==> src/rtl/rom_download_ctrl.sv <==
// Sequences 16-bit HPS ioctl ROM words into byte writes across four ROM regions.
// It also holds the core in reset during the download and for a fixed time after it ends.
module rom_download_ctrl #(
    parameter logic [7:0]  DL_INDEX = 8'd0,
    parameter int          ADDR_W   = 16,
    parameter logic [26:0] R1_BASE  = 27'h8000,
    parameter logic [26:0] R2_BASE  = 27'hC000,
    parameter logic [26:0] R3_BASE  = 27'hE000,
    parameter logic [26:0] END_ADDR = 27'hE800,
    parameter int          HOLD_CYC = 1024
) (
    input  logic              clk_sys,
    input  logic              reset_n,
    input  logic              ioctl_download,
    input  logic [7:0]        ioctl_index,
    input  logic              ioctl_wr,
    input  logic [26:0]       ioctl_addr,
    input  logic [15:0]       ioctl_dout,
    output logic              ioctl_wait,
    output logic              rom_we,
    output logic [3:0]        rom_sel,
    output logic [ADDR_W-1:0] rom_addr,
    output logic [7:0]        rom_data,
    output logic              core_reset,
    output logic              dl_done
);

    localparam int CNT_W = $clog2(HOLD_CYC + 1);

    typedef enum logic [1:0] {IDLE, WR_LO, WR_HI} state_t;

    state_t             state, state_next;
    logic [26:0]        addr_lat, addr_lat_next;
    logic [7:0]         dout_hi, dout_hi_next;
    logic               issue;
    logic [26:0]        byte_a;
    logic [7:0]         byte_d;
    logic               dec_we;
    logic [3:0]         dec_sel;
    logic [ADDR_W-1:0]  dec_off;
    logic               we_next;
    logic [3:0]         sel_next;
    logic [ADDR_W-1:0]  addr_next;
    logic [7:0]         data_next;
    logic               wait_next;

    logic               active, active_q, armed;
    logic [CNT_W-1:0]   hold_cnt;

    assign active = ioctl_download && (ioctl_index == DL_INDEX);

    // Bytes at or beyond END_ADDR decode to no region and are silently dropped.
    function automatic logic [ADDR_W+4:0] decode(input logic [26:0] a);
        logic [3:0]        sel;
        logic [ADDR_W-1:0] off;
        if (a < R1_BASE) begin
            sel = 4'b0001;
            off = ADDR_W'(a);
        end else if (a < R2_BASE) begin
            sel = 4'b0010;
            off = ADDR_W'(a - R1_BASE);
        end else if (a < R3_BASE) begin
            sel = 4'b0100;
            off = ADDR_W'(a - R2_BASE);
        end else if (a < END_ADDR) begin
            sel = 4'b1000;
            off = ADDR_W'(a - R3_BASE);
        end else begin
            sel = 4'b0000;
            off = '0;
        end
        return {(sel != 4'b0000), sel, off};
    endfunction

    always_comb begin
        state_next    = state;
        addr_lat_next = addr_lat;
        dout_hi_next  = dout_hi;
        issue         = 1'b0;
        byte_a        = '0;
        byte_d        = '0;
        case (state)
            IDLE: begin
                if (ioctl_wr && active) begin
                    addr_lat_next = ioctl_addr;
                    dout_hi_next  = ioctl_dout[15:8];
                    state_next    = WR_LO;
                    issue         = 1'b1;
                    byte_a        = ioctl_addr;
                    byte_d        = ioctl_dout[7:0];
                end
            end
            WR_LO: begin
                state_next = WR_HI;
                issue      = 1'b1;
                byte_a     = addr_lat + 27'd1;
                byte_d     = dout_hi;
            end
            WR_HI:   state_next = IDLE;
            default: state_next = IDLE;
        endcase

        // Outputs are computed one state ahead so the registered byte strobe lines up with its state.
        {dec_we, dec_sel, dec_off} = decode(byte_a);
        we_next   = issue && dec_we;
        sel_next  = we_next ? dec_sel : 4'b0000;
        addr_next = we_next ? dec_off : '0;
        data_next = issue ? byte_d : 8'h00;
        wait_next = (state_next != IDLE);
    end

    always_ff @(posedge clk_sys or negedge reset_n) begin
        if (!reset_n) begin
            state      <= IDLE;
            addr_lat   <= '0;
            dout_hi    <= '0;
            ioctl_wait <= 1'b0;
            rom_we     <= 1'b0;
            rom_sel    <= 4'b0000;
            rom_addr   <= '0;
            rom_data   <= 8'h00;
        end else begin
            state      <= state_next;
            addr_lat   <= addr_lat_next;
            dout_hi    <= dout_hi_next;
            ioctl_wait <= wait_next;
            rom_we     <= we_next;
            rom_sel    <= sel_next;
            rom_addr   <= addr_next;
            rom_data   <= data_next;
        end
    end

    // The hold countdown only runs once a download has been seen, so the core stays in reset until the first ROM load.
    always_ff @(posedge clk_sys or negedge reset_n) begin
        if (!reset_n) begin
            active_q   <= 1'b0;
            armed      <= 1'b0;
            hold_cnt   <= CNT_W'(HOLD_CYC);
            core_reset <= 1'b1;
            dl_done    <= 1'b0;
        end else begin
            active_q <= active;
            if (active && !active_q) begin
                armed      <= 1'b1;
                hold_cnt   <= CNT_W'(HOLD_CYC);
                core_reset <= 1'b1;
                dl_done    <= 1'b0;
            end else if (armed && !active && state == IDLE) begin
                if (hold_cnt == '0) begin
                    armed      <= 1'b0;
                    core_reset <= 1'b0;
                    dl_done    <= 1'b1;
                end else begin
                    hold_cnt <= hold_cnt - 1'b1;
                end
            end
        end
    end

endmodule

==> config.mk <==
export PLATFORM = sky130hd
export DESIGN_NAME = rom_download_ctrl
export DESIGN_NICKNAME = d
export VERILOG_FILES = /design/src/rtl/rom_download_ctrl.sv
export SDC_FILE = /design/constraint.sdc
export NUM_CORES = 1
export LEC_CHECK = 0
export BUFFER_PORTS_ARGS = -buffer_cell sky130_fd_sc_hd__buf_2
export CAP_MARGIN = 20
export CORE_UTILIZATION = 55
export CTS_BUF_LIST = sky130_fd_sc_hd__clkbuf_8 sky130_fd_sc_hd__clkbuf_16
export DETAILED_ROUTE_END_ITERATION = 8
export GPL_TIMING_DRIVEN = 1
export PLACE_DENSITY = 0.83
export SLEW_MARGIN = 20
export SYNTH_ARGS = -nofsm -noshare
export SYNTH_HDL_FRONTEND = slang
export SYNTH_SLANG_ARGS = --single-unit
==> constraint.sdc <==
create_clock -name clk_sys -period 3.8 [get_ports clk_sys]
set_input_delay 0.19 -clock clk_sys [delete_from_list [all_inputs] [get_ports clk_sys]]
set_output_delay 0.19 -clock clk_sys [all_outputs]
set_load 0.02 [all_outputs]
Yosys cells after proc, flatten, opt, wreduce, memory -nomap -nowiden. Cells that the tools add are included.

Bits in registers: 82. Bits of input ports: 55. Output and inout port bits: 32. Logic and storage cells: 70.

Add/subtract/negate cells: 5. Magnitude comparators: 4. Equal/unequal tests: 2. Mux-type cells: 28. Reductions and logical operators: 18.

Operators by type and width (number): 27-bit by 16-bit less-than comparator with 1-bit output (second input constant) (4); 16-bit two-way mux (5); 27-bit one-hot mux with 2 select lines (1); 16-bit subtractor (second input constant) (3); 11-bit two-way mux (3); 27-bit by 1-bit adder with 27-bit output (second input constant) (1); 27-bit two-way mux (1); 4-bit two-way mux (5); 8-bit two-way mux (2); 8-bit one-hot mux with 2 select lines (1); 11-bit logical NOT (1); 11-bit by 1-bit subtractor with 11-bit output (second input constant) (1); 8-bit logical NOT (1); 1-bit two-way mux (7); 1-bit logical AND (6); 2-bit AND reduction (3); 2-bit nonzero test (3); 2-bit one-hot mux with 2 select lines (1); 4-bit nonzero test (1); 2-bit by 1-bit == test with 1-bit output (second input constant) (1); 1-bit logical NOT (2); 2-bit logical NOT (1); 2-bit two-way mux (1); 2-bit != test (second input constant) (1); 1-bit one-hot mux with 2 select lines (1).

Longest topological paths before layout. Gate-level depths: netlist of run 1.

Word-level depth: 13. Depth in mapped cells: 11. Gate-level depth less buffers: 9.

Worst setup path before layout of run 1. Ideal clock, no wire load.

Path kind: register -> register. Start: register addr_lat[0]. End: register rom_addr[0]. Library setup time: 0.125 ns. Data arrival time: 2.429 ns. Required time: 3.675 ns. Setup slack: 1.246 ns. Stages on the path, launching flop included: 12. Buffers on the path: 2. Period minus slack after synthesis: 2.554 ns. Cell sequence: dfrtp_1 -> ha_1 -> nand4_1 -> or2_1 -> buf_2 -> or4_4 -> nand3_1 -> ha_1 -> inv_1 -> nor3_4 -> buf_6 -> nor3_1.

Word-level cells in the longest chain between the ends: 10. Elaborated cells between the ends (all ways): 20. Classes of those cells: add/sub (4); order compare (4); mux (10); reduce/logical (2).

Ends and longest elaborated chain: start: declaration (RTL line 33) `logic [26:0] addr_lat, addr_lat_next;`; start signal: assignment (RTL line 124) `addr_lat <= addr_lat_next;`; 27-bit by 1-bit adder with 27-bit output * (RTL line 96) `byte_a = addr_lat + 27'd1;`; 27-bit one-hot mux with 2 select lines * (RTL line 82) `case (state)`; 27-bit by 16-bit less-than comparator with 1-bit output (RTL line 65) `end else if (a < END_ADDR) begin`; 4-bit two-way mux (RTL line 65); 4-bit two-way mux (RTL line 62) `end else if (a < R3_BASE) begin`; 4-bit two-way mux (RTL line 59) `end else if (a < R2_BASE) begin`; 4-bit two-way mux (RTL line 56) `if (a < R1_BASE) begin`; 4-bit nonzero test (RTL line 72) `return {(sel != 4'b0000), sel, off};`; 1-bit logical AND (RTL line 105) `we_next = issue && dec_we;`; 16-bit two-way mux * (RTL line 107) `addr_next = we_next ? dec_off : '0;`; net addr_next[0] (RTL line 43) `logic [ADDR_W-1:0] addr_next;`; end signal: assignment (RTL line 129) `rom_addr <= addr_next;`; end: declaration (RTL line 22) `output logic [ADDR_W-1:0] rom_addr,`.

The timed path passes the listed nets; every way through them passes the cells marked *. A chain may end at the register's enable or synchronous reset.

Worst setup path after layout of run 1.
Start: register addr_lat[0]. End: register rom_addr[7].

The elaborated chain is that of the path after synthesis.

==> results.ini, run 1 <==
[run_status]
status=completed

[power]
vdd_ir_drop_max_uv=252.3
intPower_mw=1.355
p_sw_share_pct=26.40
finalPower_mw=1.841
pwr-share-clk_pct=34.3
power_density_nw_per_um2=391.9
p_leak_nw=2.379
power.switching_uw=486.1
seqPwrFrac_pct=54.7
combPwrFrac_pct=11.1

[synth]
yosys_warnings=0
syn_nets=474
ys_types=61
synth-edff-count=0
syn_inst=416
avgSynthCellArea_um2=9.573
synth_ff_type=dfrtp_1
synth-async-reset-ratio_pct=100.0
syn_area_um2=3983
ys_ff_latch=82
ys_seq_area_share_pct=51.59

[cells_and_area]
num_antenna_cells=0
synthToLayoutAreaGrowth_pct=17.97
final_cell_mix=nand2_1 (98), buf_2 (85), dfrtp_1 (80)
stdcell_area_um2=4698
drive_gt1_share_pct=25.79
final_common_cell=nand2_1
nets=557
final_cells=600
fin_util_pct=68.03
fill_cells=577

[run]
maxCapViolCount=0

[sta]
slew_headroom_pct=52.51
setup_viol=0
finalSetupTns_ps=0
period_share_pct=77.12
timing.fmax_ghz=0.3412
rsz0062_at_grt=false
fin_worst_skew_ps=10.18
worst_pin_slew_ps=712.4
min_period_ps=2930
setup_slack_ps=869.5
whs_ps=45.59
hold_violations=0
slew_violations=0

[critical_path]
crit_required_ps=4020
endpoint_kind=flop
cp-start-kind=flop
critPathArrivalTime_ps=3150
path_max_fanout=12
critical_path_class=reg2reg

[global_routing]
grt_pass1_wl_um=14260
grt_usage_pct=24.28
grt_max_degree=83
grt_pass1_vias=3096
grt_busiest_layer=met2
gr-usage-met1_pct=32.72
grt.met3_usage_pct=6.256
grt_util_met2_pct=38.58
overflow=0
antenna_found_initial=0

[clock_tree]
cts_setup_buffers=0
clk_latency_ps=350
cts_max_path_buffers=2
cts_inserted_buffers=9
cts_tree=yes
clk_pin_slew_worst_paths_ps=80
cts_sinks=82
cts.htree.levels=3
clock-root-buffer=clkbuf_8

[routing]
drcViolationCount=0
drt_iter0_markers=204
wl_um=8551
first_pass_iters=4
via_count=3309
ant_nets=0
post_drt_wl_per_cell_um=14.25
vias_per_cell=5.515

[placed_design]
place_area_um2=4481
dpl.hpwl_um=6194
dp.cells=583
gp_congestion=0.9022
post-place-ws_ps=891.2
io_buffers=86

[floorplan]
core_area_um2=6907
die_w_um=87.10
die_area_um2=7586
row_count=30
ios=87
start_util_pct=57.66
die_h_um=87.10

[worst_hold_path]
hold_path.class=in2reg

## critical path, cell delays in order (launching register included)
cell,delay [ps]
dfrtp_1,440
ha_1,280
nand4_1,160
or2_1,330
or4_4,500
nand3_1,170
ha_1,230
inv_1,120
nor3_4,460
a211oi_1,90
## path summary, 6_finish.rpt
path / from / to / slack (ps) / cells after the start
setup / recovery: addr_lat[0] / rom_addr[7] / 870 / 9
hold / removal: ioctl_addr[26] / addr_lat[26] / 50 / 3
setup reg to reg: addr_lat[0] / rom_addr[7] / 870 / 9
hold reg to reg: dout_hi[5] / rom_data[5] / 500 / 1
max in group asynchronous: reset_n / active_q / 2870 / 2
min in group asynchronous: reset_n / addr_lat[25] / 430 / 2
## synthesized netlist by cell type (9+ instances only)
cell      number  area share, %
nand4_1       13            2.0
xor2_1         9            2.0
nor2_1        28            2.6
dfrtp_1       80             50
a211oi_1      11            2.1
inv_1         15            1.4
buf_2         10            1.3
nor3_1        13            1.6
nand3_1       11            1.4
nand2_1       98            9.2
nor4_1        10            1.6
xnor2_1        9            2.0
## registers in the layout (all words and copies together) (netlist names)
name	count
ioctl_wait	1
armed	1
rom_data	8
active_q	1
core_reset	1
rom_sel	4
hold_cnt	11
rom_we	1
rom_addr	16
state	2
addr_lat	27
dout_hi	8
dl_done	1
## timing repair
action                    CTS  global route
hold endpoints to repair    0            80
hold buffers                0             1
gates resized for setup     0             0
## area by class of cell
cell class	count	area, um^2	share of cell area (%)
inverter	15	56.30	1.198
multi-input combinational	298	1772	37.71
clock inverter	6	66.31	1.411
timing repair buffer	93	491.7	10.47
tap	96	120.1	2.557
clock buffer	10	137.6	2.929
sequential	82	2054	43.73
## power groups by stage
stage                     combinational, mW  clock (mW)  sequential [mW]
after floorplan                       0.133           0             1.01
after global placement                0.197           0             1.02
after detailed placement              0.204           0             1.02
after CTS                             0.205       0.641             1.01
after global routing                  0.234       0.675             1.02
final                                 0.204       0.631             1.01
## cell families (layout without fill, tap and decap cells)
group           Yosys count  after routing  synth area share (%)
compound gates           64             64                 12.06
fa+ha+maj                 3              3                0.9426
xor+xnor                 18             18                 3.959
mux                      10             10                 2.765
buf+inv                  36            124                 3.927
simple gates            202            202                 24.66
other cells               1              1               0.09416
flops                    82             82                 51.59
## per-layer routing
layer	part of all wire (%)	wire (um)
met1	45	3878
met2	48	4086
met3	5.2	446
met4	1.6	140
met5	0	0
No activity file was read; power rests on OpenSTA's default activity.
==> inputs of run 2 (changes only) <==
CORE_UTILIZATION = 54   (was 55)
PLACE_DENSITY = 0.81   (was 0.83)
clock period = 2.7 ns   (was 3.8 ns; I/O delays follow)
==> run 2 against run 1 <==
Die area up 1.8%; worst setup slack got worse by 690 ps; combinational power up 61%; critical path type unchanged; largest power group unchanged.
==> results.ini, run 2 (synthesized netlist as in run 1, its figures left out) <==
[run_status]
status=completed

[worst_hold_path]
hp-start=ioctl_dout[11]
hold_depth=2  ; -1
hold_end=dout_hi[3]
hold_path.class=in2reg

[routing]
wl_um=9876  ; +15%
ant_nets=0  ; unchanged
first_pass_iters=4  ; unchanged
drt_iter0_markers=296  ; +45%
drcViolationCount=0  ; unchanged
via_count=3534  ; +6.8%
vias_per_cell=5.557  ; +0.75%
post_drt_wl_per_cell_um=15.53  ; +9.0%

[clock_tree]
clock-root-buffer=clkbuf_8
cts_inserted_buffers=9  ; unchanged
clk_pin_slew_worst_paths_ps=90  ; about the same
cts.htree.levels=3  ; unchanged
cts_max_path_buffers=2  ; unchanged
cts_sinks=82  ; unchanged
cts_tree=yes
cts_setup_buffers=0  ; unchanged
clk_latency_ps=370  ; +20 ps

[sta]
slew_violations=0  ; unchanged
whs_ps=5.396  ; -40.20 ps
finalSetupTns_ps=0  ; unchanged
fin_worst_skew_ps=12.51  ; +2.329 ps
hold_violations=0  ; unchanged
worst_pin_slew_ps=735.6  ; +23.22 ps
min_period_ps=2518  ; -412.1 ps
setup_slack_ps=181.6  ; -687.9 ps
period_share_pct=93.27  ; +16 points
setup_viol=0  ; unchanged
slew_headroom_pct=50.96  ; -1.5 points
rsz0062_at_grt=false
timing.fmax_ghz=0.3971  ; +16%

[critical_path]
cp-start-kind=flop
critical_path_class=reg2reg
path_max_fanout=12  ; unchanged
r2r_slack_ps=180  ; -690 ps
reg2regPathDepth=10  ; +1
worstReg2RegStart=addr_lat[1]
crit_required_ps=2940  ; -1080 ps
timing.rr.end=rom_addr[7]
endpoint_kind=flop
critPathArrivalTime_ps=2760  ; -390 ps

[global_routing]
grt_pass1_wl_um=16040  ; +13%
grt_pass1_vias=3409  ; +10%
grt.met3_usage_pct=5.278  ; -0.98 points
gr-usage-met1_pct=34.13  ; +1.4 points
antenna_found_initial=0  ; unchanged
overflow=0  ; unchanged
grt_usage_pct=27.23  ; +2.9 points
grt_max_degree=83  ; unchanged
grt_busiest_layer=met2
grt_util_met2_pct=46.86  ; +8.3 points

[floorplan]
start_util_pct=57.35  ; -0.31 points
ios=87  ; unchanged
die_w_um=87.88  ; +0.90%
die_h_um=87.88  ; +0.90%
row_count=30  ; unchanged
die_area_um2=7723  ; +1.8%
core_area_um2=6944  ; +0.54%

[placed_design]
place_area_um2=4526  ; +1.0%
post-place-ws_ps=91.32  ; -799.9 ps
gp_congestion=0.9228  ; +2.3%
io_buffers=86  ; unchanged
dp.cells=589  ; +1.0%
dpl.hpwl_um=6516  ; +5.2%

[cells_and_area]
stdcell_area_um2=5066  ; +7.8%
num_antenna_cells=0  ; unchanged
regArea_um2=2056  ; about the same
fill_cells=490  ; -15%
reg_top3=addr_lat: 27 flops, rom_addr: 16 flops, hold_cnt: 11 flops
drive_gt1_share_pct=26.11  ; +0.32 points
largest_reg_flops=27  ; unchanged
nets=593  ; +6.5%
top_register=addr_lat
synthToLayoutAreaGrowth_pct=27.21
final_common_cell=nand2_1
final_cells=636  ; +6.0%
multi_input_area_um2=1790  ; +1.1%
final_cell_mix=nand2_1 (98), buf_2 (85), dfrtp_1 (79)

[power]
intPower_mw=1.927  ; +42%
seqPwrFrac_pct=52.8  ; -1.9 points
power.switching_uw=760.0  ; +56%
vdd_ir_drop_max_uv=291.5  ; +16%
power_density_nw_per_um2=530.5  ; +35%
p_sw_share_pct=28.28  ; +1.9 points
combPwrFrac_pct=12.2  ; +1.1 points
pwr-share-clk_pct=35.0  ; +0.7 points
p_leak_nw=2.541  ; +6.8%

[run]
maxCapViolCount=0  ; unchanged

[run 2: cell count changes in the layout (fill, tap and decap cells not counted), sizes merged]
cell	change
buf	+6
clkbuf	-1
clkinv	-2
clkinvlp	-1
dlygate4sd3	+30
inv	+4
[run 2: stage by stage]
step / power (mW) / utilization [%]
2_1_floorplan: 1.605 / -
3_3_place_gp: 1.711 / 65.17
3_5_place_dp: 1.730 / 65.17
4_1_cts: 2.691 / 72.61
5_1_grt: 2.808 / 72.96
6_report: 2.687 / 72.96
[run 2: worst max path at each step]
| stage | start | end | slack (ps) | cells past startpoint |
|---|---|---|---|---|
| 2_1_floorplan | addr_lat[0] | rom_addr[0] | 150 | 11 |
| 3_3_place_gp | addr_lat[0] | rom_addr[0] | 240 | 10 |
| 3_5_place_dp | addr_lat[0] | rom_addr[0] | 90 | 10 |
| 4_1_cts | addr_lat[0] | rom_addr[7] | 70 | 10 |
| 5_1_grt | addr_lat[1] | rom_addr[3] | 20 | 11 |
| 6_report | addr_lat[1] | rom_addr[7] | 180 | 10 |
[run 2: what timing repair did]
item / CTS / global route
endpoints found under the setup margin: 0 / 14
endpoints found under the hold margin: 110 / 0
gates resized for setup: 0 / 6
hold buffers: 31 / 0
[run 2: power groups by stage]
stage | clock network [mW] | registers, mW | logic, mW
6_report | 0.941 | 1.42 | 0.328
5_1_grt | 1.01 | 1.43 | 0.369
4_1_cts | 0.947 | 1.42 | 0.327
3_5_place_dp | 0 | 1.44 | 0.290
3_3_place_gp | 0 | 1.43 | 0.278
2_1_floorplan | 0 | 1.42 | 0.187
[run 2: layout make-up]
class,count,share of cell area [%]
sequential,82,40.58
multi-input combinational,298,35.34
timing repair buffer,129,16.52
clock buffer,9,2.445
tap,96,2.371
clock inverter,7,1.630
inverter,15,1.111
[run 2: worst max-delay path, stage by stage, from the launching register on]
cell and delay [ps]:
dfrtp_1 420, ha_1 190, nand4_1 140, or2_1 270
or4_4 490, nand3_2 120, ha_2 220, inv_2 70
nor3_4 160, buf_4 220, a211oi_1 80
[run 2: routing by layer]
| metal | part of all wire (%) | wire length [um] |
|---|---|---|
| met5 | 0 | 0 |
| met4 | 1.6 | 154 |
| met3 | 5.0 | 490 |
| met2 | 50 | 4979 |
| met1 | 43 | 4252 |
==> inputs of run 3 (changes only) <==
CORE_ASPECT_RATIO = 2   (was not set)
==> run 3 against run 2 <==
Non-clock buffer count decreased by 24; clock power rose by 32%; combinational power shrank 6.1%; routed wire length fell by 2.3%; largest cell class unchanged; largest power group unchanged.
==> results.ini, run 3 (synthesized netlist as in run 1, its figures left out) <==
[run_status]
status=completed

[routing]
post_drt_wl_per_cell_um=15.88  ; +2.2%
drt_iter0_markers=186  ; -37%
drcViolationCount=0  ; unchanged
first_pass_iters=4  ; unchanged
via_count=3494  ; -1.1%
ant_nets=0  ; unchanged
wl_um=9652  ; -2.3%
vias_per_cell=5.747  ; +3.4%

[sta]
worst_pin_slew_ps=529.3  ; -206.3 ps
setup_slack_ps=125.0  ; -56.58 ps
finalSetupTns_ps=0  ; unchanged
rsz0062_at_grt=false
hold_violations=0  ; unchanged
period_share_pct=95.37  ; +2.1 points
slew_headroom_pct=64.44  ; +13 points
min_period_ps=2575  ; +56.58 ps
timing.fmax_ghz=0.3884  ; -2.2%
fin_worst_skew_ps=8.886  ; -3.624 ps
slew_violations=0  ; unchanged
setup_viol=0  ; unchanged

[clock_tree]
cts_inserted_buffers=9  ; unchanged
cts_sinks=82  ; unchanged
clk_pin_slew_worst_paths_ps=60  ; -30 ps
cts.htree.levels=3  ; unchanged
cts_setup_buffers=0  ; unchanged
cts_max_path_buffers=2  ; unchanged
cts_tree=yes
clk_latency_ps=340  ; -30 ps
clock-root-buffer=clkbuf_16

[global_routing]
grt_pass1_wl_um=15680  ; -2.3%
grt_pass1_vias=3512  ; +3.0%
antenna_found_initial=0  ; unchanged
grt_max_degree=83  ; unchanged
overflow=0  ; unchanged
grt_usage_pct=26.81  ; -0.42 points

[worst_hold_path]
hold_depth=3  ; +1
hold_path.class=in2reg
hp-start=ioctl_addr[22]
hold_end=addr_lat[22]

[run]
maxCapViolCount=0  ; unchanged

[placed_design]
post-place-ws_ps=27.22  ; -64.11 ps
gp_congestion=0.9115  ; -1.2%
io_buffers=86  ; unchanged
dp.cells=584  ; -0.85%
place_area_um2=4526  ; unchanged
dpl.hpwl_um=7041  ; +8.1%

[cells_and_area]
regArea_um2=2058  ; +0.12%
nets=569  ; -4.0%
multi_input_area_um2=1788  ; -0.14%
final_cell_mix=nand2_1 (98), buf_2 (85), dfrtp_1 (77)
fill_cells=572  ; +17%
reg_top3=addr_lat: 27 flops, rom_addr: 16 flops, hold_cnt: 11 flops
final_cells=608  ; -4.4%
drive_gt1_share_pct=27.13  ; +1.0 points
largest_reg_flops=27  ; unchanged
final_common_cell=nand2_1
stdcell_area_um2=4950  ; -2.3%
synthToLayoutAreaGrowth_pct=24.29
num_antenna_cells=0  ; unchanged
top_register=addr_lat

[critical_path]
cp-start-kind=flop
crit_required_ps=2910  ; -30 ps
critPathArrivalTime_ps=2790  ; +30 ps
reg2regPathDepth=10  ; unchanged
worstReg2RegStart=addr_lat[0]
path_max_fanout=12  ; unchanged
r2r_slack_ps=130  ; -60 ps
critical_path_class=reg2reg
endpoint_kind=flop
timing.rr.end=rom_addr[7]

[floorplan]
start_util_pct=55.22  ; -2.1 points
die_w_um=62.73  ; -29%
core_area_um2=7212  ; +3.9%
ios=87  ; unchanged
die_area_um2=7743  ; +0.27%
row_count=44  ; +47%
die_h_um=123.5  ; +40%

[power]
vdd_ir_drop_max_uv=458.3  ; +57%
finalPower_mw=2.973  ; +11%
power_density_nw_per_um2=600.7  ; +13%
p_leak_nw=2.494  ; -1.8%

==> run 3: worst max-delay path, stage by stage (launching register included) <==
cell      delay, ps
dfrtp_2         430
ha_4            190
nand4_1         180
or2_1           270
or4_4           480
nand3_1         130
ha_2            220
inv_1           100
nor3_4          230
buf_12          160
a211oi_1         60
==> run 3: per-layer routing <==
| metal | GRT usage [%] | part of all wire, % | vias to the layer above |
|---|---|---|---|
| met4 | 15.84 | 3.2 | 0 |
| met5 | 0 | 0 | - |
| met2 | 51.43 | 58 | 92 |
| li1 | - | - | 1666 |
| met1 | 26.17 | 36 | 1713 |
| met3 | 4.889 | 2.7 | 23 |
==> run 3: worst max-delay path by stage <==
stage / startpoint / end
3_3_place_gp: addr_lat[0] / rom_addr[0]
6_report: addr_lat[0] / rom_addr[7]
2_1_floorplan: addr_lat[0] / rom_addr[0]
4_1_cts: addr_lat[0] / rom_addr[7]
3_5_place_dp: addr_lat[0] / rom_addr[5]
5_1_grt: addr_lat[0] / rom_addr[5]
==> run 3: where the power goes <==
group	switching [mW]	internal (mW)	total (mW)
Combinational	0.162	0.146	0.308
Clock	0.476	0.763	1.24
Sequential	0.103	1.32	1.43
Total	0.742	2.23	2.97
==> run 3: final cells by class <==
cell class | instances | area share, %
multi-input cells | 298 | 36.12
clock buffers | 11 | 5.106
well taps | 92 | 2.326
repair buffers | 105 | 12.64
clock inverters | 5 | 1.087
inverters | 15 | 1.138
flip-flops and latches | 82 | 41.58
==> run 3: repair_timing <==
| action | in CTS | in global routing |
|---|---|---|
| hold buffers | 6 | 1 |
| setup endpoints to repair | 0 | 16 |
| hold endpoints to repair | 6 | 28 |
| resized for setup | 0 | 8 |
==> run 3: through the flow <==
step / util, % / hold WS (ps)
after floorplan: - / -160.6
after global placement: 62.75 / 340.6
after detailed placement: 62.75 / 344.7
after CTS: 67.83 / 1.536
after global routing: 68.63 / 9.977
final: 68.63 / 3.818
